### config.mk
export PLATFORM = sky130hd
export DESIGN_NAME = bus_arbiter_rr
export DESIGN_NICKNAME = d
export VERILOG_FILES = /design/src/rtl/bus_arb_pkg.sv /design/src/rtl/bus_arbiter_rr_pick.sv /design/src/rtl/bus_arbiter_rr.sv
export SDC_FILE = /design/constraint.sdc
export NUM_CORES = 1
export LEC_CHECK = 0
export ABC_AREA = 1
export CAP_MARGIN = 0
export CORE_UTILIZATION = 36
export CTS_BUF_LIST = sky130_fd_sc_hd__clkbuf_4 sky130_fd_sc_hd__clkbuf_8
export DETAILED_ROUTE_END_ITERATION = 8
export GPL_TIMING_DRIVEN = 1
export PLACE_DENSITY = 0.81
export SLEW_MARGIN = 15
export SYNTH_ARGS = -nofsm -noshare
export SYNTH_HDL_FRONTEND = slang
export SYNTH_HIERARCHICAL = 1
export SYNTH_SLANG_ARGS = --single-unit
### constraint.sdc
create_clock -name clk -period 2 [get_ports clk]
set_input_delay 0.5 -clock clk [delete_from_list [all_inputs] [get_ports clk]]
set_output_delay 0.5 -clock clk [all_outputs]
set_load 0.02 [all_outputs]
### src/rtl/bus_arb_pkg.sv
// Shared types and width helpers for the round-robin bus arbiter.
// Latency: n/a (declarations only).
// Backpressure: n/a.
package bus_arb_pkg;

    typedef enum logic {
        IDLE = 1'b0,
        BUSY = 1'b1
    } arb_state_t;

    // Index width for NUM_REQ channels; a single channel still needs one bit.
    function automatic int idx_w(input int num_req);
        return (num_req > 1) ? $clog2(num_req) : 1;
    endfunction

    // Beat counter width for MAX_BEATS beats per tenure.
    function automatic int cnt_w(input int max_beats);
        return $clog2(max_beats) + 1;
    endfunction

endpackage

### src/rtl/bus_arbiter_rr_pick.sv
// Round-robin picker: first set req bit at or after ptr, wrapping modulo NUM_REQ.
// Latency: purely combinational.
// Backpressure: none; ports are req/ptr in, found/winner out.
module rr_pick
    import bus_arb_pkg::*;
#(
    parameter int NUM_REQ = 4
) (
    input  logic [NUM_REQ-1:0]          req,
    input  logic [idx_w(NUM_REQ)-1:0]   ptr,
    output logic                        found,
    output logic [idx_w(NUM_REQ)-1:0]   winner
);

    localparam int IDX_W = idx_w(NUM_REQ);
    localparam logic [IDX_W:0] N_EXT = (IDX_W+1)'(NUM_REQ);

    logic [2*NUM_REQ-1:0] dbl;
    logic [NUM_REQ-1:0]   rot;
    logic [IDX_W-1:0]     offs;
    logic [IDX_W:0]       sum;

    always_comb begin
        // Two copies back to back so a window starting at ptr wraps for free.
        dbl   = {req, req};
        rot   = dbl[ptr +: NUM_REQ];
        found = 1'b0;
        offs  = '0;
        // Descending scan so the lowest set bit of the window wins.
        for (int i = NUM_REQ - 1; i >= 0; i--) begin
            if (rot[i]) begin
                found = 1'b1;
                offs  = IDX_W'(i);
            end
        end
        // ptr + offs is below 2*NUM_REQ, so one conditional subtract is a full modulo.
        sum = {1'b0, ptr} + {1'b0, offs};
        if (sum >= N_EXT) begin
            sum = sum - N_EXT;
        end
        winner = sum[IDX_W-1:0];
    end

endmodule

### src/rtl/bus_arbiter_rr.sv
// Round-robin arbiter of NUM_REQ requesters onto one start/ready beat bus, max MAX_BEATS beats per tenure.
// Latency: req at cycle k -> registered gnt at k+1; bus fields mux combinationally from the owner.
// Backpressure: bus_ready low stalls the beat count; the owner holds its fields while stalled.
// Ports: clk/rst (sync, active high); req/req_addr/req_data/req_mode per channel (packed);
//        gnt one-hot, bus_start/addr/data/mode toward target, bus_ready from target, busy, owner index.
module bus_arbiter_rr
    import bus_arb_pkg::*;
#(
    parameter int NUM_REQ   = 4,
    parameter int ADDR_W    = 8,
    parameter int DATA_W    = 8,
    parameter int MODE_W    = 2,
    parameter int MAX_BEATS = 4
) (
    input  logic                        clk,
    input  logic                        rst,
    input  logic [NUM_REQ-1:0]          req,
    input  logic [NUM_REQ*ADDR_W-1:0]   req_addr,
    input  logic [NUM_REQ*DATA_W-1:0]   req_data,
    input  logic [NUM_REQ*MODE_W-1:0]   req_mode,
    output logic [NUM_REQ-1:0]          gnt,
    output logic                        bus_start,
    output logic [ADDR_W-1:0]           bus_addr,
    output logic [DATA_W-1:0]           bus_data,
    output logic [MODE_W-1:0]           bus_mode,
    input  logic                        bus_ready,
    output logic                        busy,
    output logic [idx_w(NUM_REQ)-1:0]   owner
);

    localparam int IDX_W = idx_w(NUM_REQ);
    localparam int CNT_W = cnt_w(MAX_BEATS);
    localparam logic [IDX_W-1:0] LAST_IDX = IDX_W'(NUM_REQ - 1);
    localparam logic [CNT_W-1:0] LAST_CNT = CNT_W'(MAX_BEATS - 1);

    arb_state_t          state, state_n;
    logic [NUM_REQ-1:0]  gnt_n;
    logic [IDX_W-1:0]    ptr, ptr_n;
    logic [IDX_W-1:0]    owner_n;
    logic [CNT_W-1:0]    beat_cnt, cnt_n;

    logic                found;
    logic [IDX_W-1:0]    winner;
    logic                beat_acc;

    rr_pick #(
        .NUM_REQ (NUM_REQ)
    ) u_pick (
        .req    (req),
        .ptr    (ptr),
        .found  (found),
        .winner (winner)
    );

    // Output mux: everything toward the target is zero outside a tenure.
    always_comb begin
        busy      = (state == BUSY);
        bus_start = 1'b0;
        bus_addr  = '0;
        bus_data  = '0;
        bus_mode  = '0;
        if (state == BUSY) begin
            bus_start = req[owner];
            bus_addr  = req_addr[owner*ADDR_W +: ADDR_W];
            bus_data  = req_data[owner*DATA_W +: DATA_W];
            bus_mode  = req_mode[owner*MODE_W +: MODE_W];
        end
    end

    assign beat_acc = bus_start && bus_ready;

    always_comb begin
        state_n = state;
        gnt_n   = gnt;
        ptr_n   = ptr;
        owner_n = owner;
        cnt_n   = beat_cnt;
        case (state)
            IDLE: begin
                if (found) begin
                    state_n = BUSY;
                    gnt_n   = NUM_REQ'(1) << winner;
                    owner_n = winner;
                    cnt_n   = '0;
                end
            end
            BUSY: begin
                // Release when the owner walks away or its final allowed beat lands.
                // The pointer only moves here, one past the departing owner.
                if (!req[owner] || (beat_acc && (beat_cnt == LAST_CNT))) begin
                    state_n = IDLE;
                    gnt_n   = '0;
                    ptr_n   = (owner == LAST_IDX) ? '0 : owner + 1'b1;
                    cnt_n   = '0;
                end else if (beat_acc) begin
                    cnt_n = beat_cnt + 1'b1;
                end
            end
            default: begin
                state_n = IDLE;
                gnt_n   = '0;
            end
        endcase
    end

    always_ff @(posedge clk) begin
        if (rst) begin
            state    <= IDLE;
            gnt      <= '0;
            ptr      <= '0;
            owner    <= '0;
            beat_cnt <= '0;
        end else begin
            state    <= state_n;
            gnt      <= gnt_n;
            ptr      <= ptr_n;
            owner    <= owner_n;
            beat_cnt <= cnt_n;
        end
    end

endmodule

# After elaboration in Yosys (flattened, before gate mapping)
# Cells that the tools add are included.
# word_totals
reg_bits	12
wordCells	56
inputBits	79
out_inout_bits	26
# op_classes
n_eq_ne	5
shifts	5
reduce_logical	8
mux	26
bitwise_logic	1
order_cmp	2
addsub	4
# op_table
op	count
$shiftx 32x6->8	2
$mux 8	2
$mux 2	7
$mux 3	3
$mux 1	8
$mux 4	2
$pmux 4 s2	1
$reduce_and 2->1	4
$shiftx 8x3->4	1
$shiftx 8x4->2	1
$pmux 3 s2	1
$shl 1x2->4 const A	1
$add 2x2->3	1
$add 3x1->3 const B	1
$eq 3x2->1 const B	1
$ge 3x3->1 const B	1
$lt 2x3->1 const B	1
$ne 3x1->1 const B	1
$add 2x1->2 const B	1
$bmux 1 s2	1
$eq 2x2->1 const B	1
$logic_and 1x1->1	2
$ne 2x1->1 const B	1
$ne 2x2->1 const B	1
5 further kinds	5

# Longest topological paths before layout
# logic_depth
word_depth	11
ltp_mapped	14
ltp_nobuf	14

# Modules after synthesis
# Netlist, hierarchy kept.
# modules_own_cells
module	n_inst	cells_per_inst	area_per_inst_um2	seq_area_each_um2
bus_arbiter_rr	1	232	1285.0	240.2
rr_pick	1	35	165.2	0.0

# Worst setup path after synthesis
# OpenSTA, ideal clock, no wires.
# synth_timing
path_kind	register to output
from	reg owner[0]
to	out bus_addr[6]
arrival_time_ps	1454
n_path_buf	2
path_slack_ps	46
path_stages_with_launch	7
required_ps	1500
cell_sequence	dfxtp_1 -> buf_4 -> buf_2 -> nor2_1 -> nor2_1 -> o21ai_0 -> a21oi_1
# synth_between
elab_chain_cells	2
# synth_rtl
element	line_no	text
from (decl)	bus_arbiter_rr.sv:28	output logic [idx_w(NUM_REQ)-1:0] owner
from (signal assigned)	bus_arbiter_rr.sv:117	owner <= owner_n;
$shiftx 32x6->8	bus_arbiter_rr.sv:64	bus_addr = req_addr[owner*ADDR_W +: ADDR_W];
$mux 8	bus_arbiter_rr.sv:62	if (state == BUSY) begin
to (decl)	bus_arbiter_rr.sv:23	output logic [ADDR_W-1:0] bus_addr,
# Every way passes these cells.

# Worst setup path after layout
# layout_timing
from	in req_addr[21]
to	out bus_addr[5]
# layout_between
elab_chain_cells	2
# layout_rtl
element	line_no	text
from (decl)	bus_arbiter_rr.sv:18	input logic [NUM_REQ*ADDR_W-1:0] req_addr,
$shiftx 32x6->8	bus_arbiter_rr.sv:64	
$mux 8	bus_arbiter_rr.sv:62	
# Every way passes these cells.

==> impl_metrics.tcl <==
set metrics [dict create \
    cts_inserted_buffers 3 \
    max_cap_violations 0 \
    drive_gt1_frac 0.211 \
    numClockSinks 12 \
    start_util 0.385 \
    detail-route-antenna-nets 0 \
    post-place-ws_ns -0.473 \
    global_route.usage.total 0.256 \
    crit_type "in -> out" \
    grt_first_pass_wirelength_mm 8.60 \
    worstMarginPinSlew_ns 0.383 \
    whs_endpoint "gnt[2]" \
    yosys-top-cells-area "sky130_fd_sc_hd__nor2_1 21%, sky130_fd_sc_hd__dfxtp_1 17%, sky130_fd_sc_hd__o21ai_0 12%, sky130_fd_sc_hd__nand2_1 9.3%, sky130_fd_sc_hd__a21oi_1 8.3%" \
    combinational_family_with_the_most_area_after_synthesis "simple AND/OR/NAND/NOR gates" \
    worst_r2r_path_depth 13 \
    synth.yosys.warnings 6 \
    critical_path.reg2reg.startpoint "ptr[0]" \
    post_synth_mux_area_share 0 \
    power.density_cell_area_nw_per_um2 1180 \
    clk_latency_ns 0.25 \
    grt_start_max_net_pins 31 \
    syn2layout_area_growth_pct 90.8 \
    detail_route.wirelength_mm 5.87 \
    critical_path.max_fanout 1 \
    layout.filler_cells 322 \
    setup_ws_post_layout_ns 0.00582 \
    ys_types 26 \
    tritoncts "yes" \
    cts_root_buffer "sky130_fd_sc_hd__clkbuf_8" \
    power.total_uw 3270 \
    outcome "completed" \
    vias 2125 \
    io_pins 105 \
    drtPass1Iterations 4 \
    worst_clock_skew_ns 0.00395 \
    syn_nets 350 \
    globalplace.congestion 0.815 \
    timing.hold.worst.start "gnt[2]" \
    min_period_ns 1.99 \
    critical_path_sink_type "output port" \
    maxSlewViolCount 0 \
    antennaDiodeCount 0 \
    hold-path-cell-count 2 \
    floorplan.die.height_um 65.5 \
    synth_top_area_frac 0.210 \
    drt_first_iter_violations 113 \
    antenna_found_initial 0 \
    r2r_slack_ns 0.13 \
    post_synth_instance_area_sq_um 1450 \
    cp-start-kind "input pin" \
    power.static_leakage_uw 0.00137 \
    timing.final.crit_share 0.997 \
    port_buffers 104 \
    max-vdd-ir-drop_mv 0.798 \
    fp.dieArea_sq_um 4290 \
    syn_area_per_cell_sq_um 5.43 \
    first_global_vias 1838 \
    achievable-frequency_mhz 501 \
    synth_area_leader_cell "sky130_fd_sc_hd__nor2_1" \
    clk_path_buf_depth 2 \
    worst_setup_hold_path_clk_slew_ns 0.05 \
    setup_viol 0 \
    hold_viol_final 0 \
    synth_simple_gate_area_frac 0.440 \
    synthXorXnorAreaFrac 0.00604 \
    max-slew-margin-rel 0.744 \
    drcViolationCount 0 \
    ys_seq_elements 12 \
    htree_num_levels 1 \
    synth.yosys.seq_area_share 0.166 \
    synth_cells 267 \
    tns_ns 0 \
    final_nets 463 \
    synth_compound_area_frac 0.239 \
    dp_hpwl_mm 4.33 \
    rows 22 \
    post_synthesis_share_of_cell_area_spent_on_full_adders_half_adders_and_majority_gates 0.0345 \
    min_path_type "reg -> reg" \
    grt_overflow_total 0 \
    r2r_end "gnt[1]" \
    core_area_sq_um 3770 \
    floorplan.die.width_um 65.5 \
    vias_per_cell 4.98 \
    cp.required_ns 1.50 \
    worst_ep_arrival_time_ns 1.49 \
    drt-wirelength-per-cell_um 13.8 \
]
==> area by class of cell <==
type	instances	area, sq um	area share
inverters	18	70.1	0.0253
flip-flops and latches	12	248	0.0896
multi-input cells	220	1100	0.398
well taps	48	60.1	0.0217
repair buffers	125	1230	0.445
clock buffers	4	55.1	0.0199
==> cells by family (layout without fill, tap and decap cells) <==
logic type / count (synthesis) / after routing
AOI/OAI and AO/OA: 67 / 67
xor gates and xnor gates: 1 / 1
adders and majority gates: 4 / 4
buffers and inverters: 35 / 147
DFF: 12 / 12
and+or+nand+nor: 148 / 148
==> layout by cell type, fill, tap and decap left out, types with 4 or more instances in the layout <==
cell type                          n
sky130_fd_sc_hd__nand2_1          31
sky130_fd_sc_hd__buf_4            34
sky130_fd_sc_hd__o21ai_0          15
sky130_fd_sc_hd__nor2_1           80
sky130_fd_sc_hd__inv_1            13
sky130_fd_sc_hd__clkdlybuf4s50_1  64
sky130_fd_sc_hd__o21ai_1          24
sky130_fd_sc_hd__nand3_1          12
sky130_fd_sc_hd__a21oi_1          24
sky130_fd_sc_hd__dfxtp_1           8
sky130_fd_sc_hd__clkbuf_2          4
sky130_fd_sc_hd__nand4_1           5
sky130_fd_sc_hd__nand2_2           8
sky130_fd_sc_hd__dlymetal6s2s_1   17
sky130_fd_sc_hd__nand2_4           4
sky130_fd_sc_hd__clkbuf_8          4
sky130_fd_sc_hd__nand3_2           5
sky130_fd_sc_hd__buf_12            4
==> flip-flops by register name (all words and copies together) (netlist names) <==
signal,count
beat_cnt,3
gnt,4
ptr,2
busy,1
owner,2
==> through the flow <==
stage | instance area (sq um) | hold slack [ns] | cells | util
after global placement | 2640 | 0.473 | 420 | 0.699
after detailed placement | 2640 | 0.478 | 420 | 0.699
after CTS | 2620 | 0.488 | 425 | 0.694
final | 2770 | 0.483 | 427 | 0.734
after global routing | 2770 | 0.504 | 427 | 0.734
after floorplan | 1450 | 0.476 | 267 | -
==> critical path, stage by stage <==
cell and delay (ns):
sky130_fd_sc_hd__clkdlybuf4s50_1 0.45, sky130_fd_sc_hd__nor2_1 0.04, sky130_fd_sc_hd__nor2_1 0.10, sky130_fd_sc_hd__o21ai_0 0.10, sky130_fd_sc_hd__a21oi_1 0.14, sky130_fd_sc_hd__buf_4 0.16
==> report_power, final <==
| part | internal [uW] | switching [uW] |
|---|---|---|
| Clock | 175 | 100 |
| Combinational | 1150 | 1430 |
| Sequential | 331 | 81.3 |
| Total | 1660 | 1610 |
==> routing by layer <==
layer,vias to the layer above,GRT usage,part of all wire
li1,1093,-,-
met1,953,0.331,0.44
met2,72,0.430,0.48
met3,7,0.0347,0.070
met4,0,0.0924,0.014
met5,-,0,0
==> cell usage after synthesis (all sizes together) <==
library cell,count
nand4,5
xor2,1
o21ai,39
ha,4
buf,13
nand3b,1
a21boi,1
a21oi,25
clkinv,1
clkbuf,4
inv,17
nand2,43
dfxtp,12
a211oi,2
nand3,17
nor2,82
==> worst max-delay path by stage <==
stage,from,end,slack (ns),cells past startpoint
after floorplan,owner[0],bus_addr[6],0.05,6
after global placement,req_mode[1],bus_mode[1],-0.45,6
after detailed placement,req[0],gnt[0],-0.47,14
after CTS,req[1],gnt[1],0.001,13
after global routing,req_addr[21],bus_addr[5],-0.04,6
final,req_addr[21],bus_addr[5],0.006,6
==> what timing repair did <==
action / CTS / global route
buffers inserted: 1 / 2
endpoints found under the setup margin: 24 / 24
pin swaps: 2 / 44
resized for setup: 85 / 80
hold buffers: 0 / 0
No activity file was read; power rests on OpenSTA's default activity.
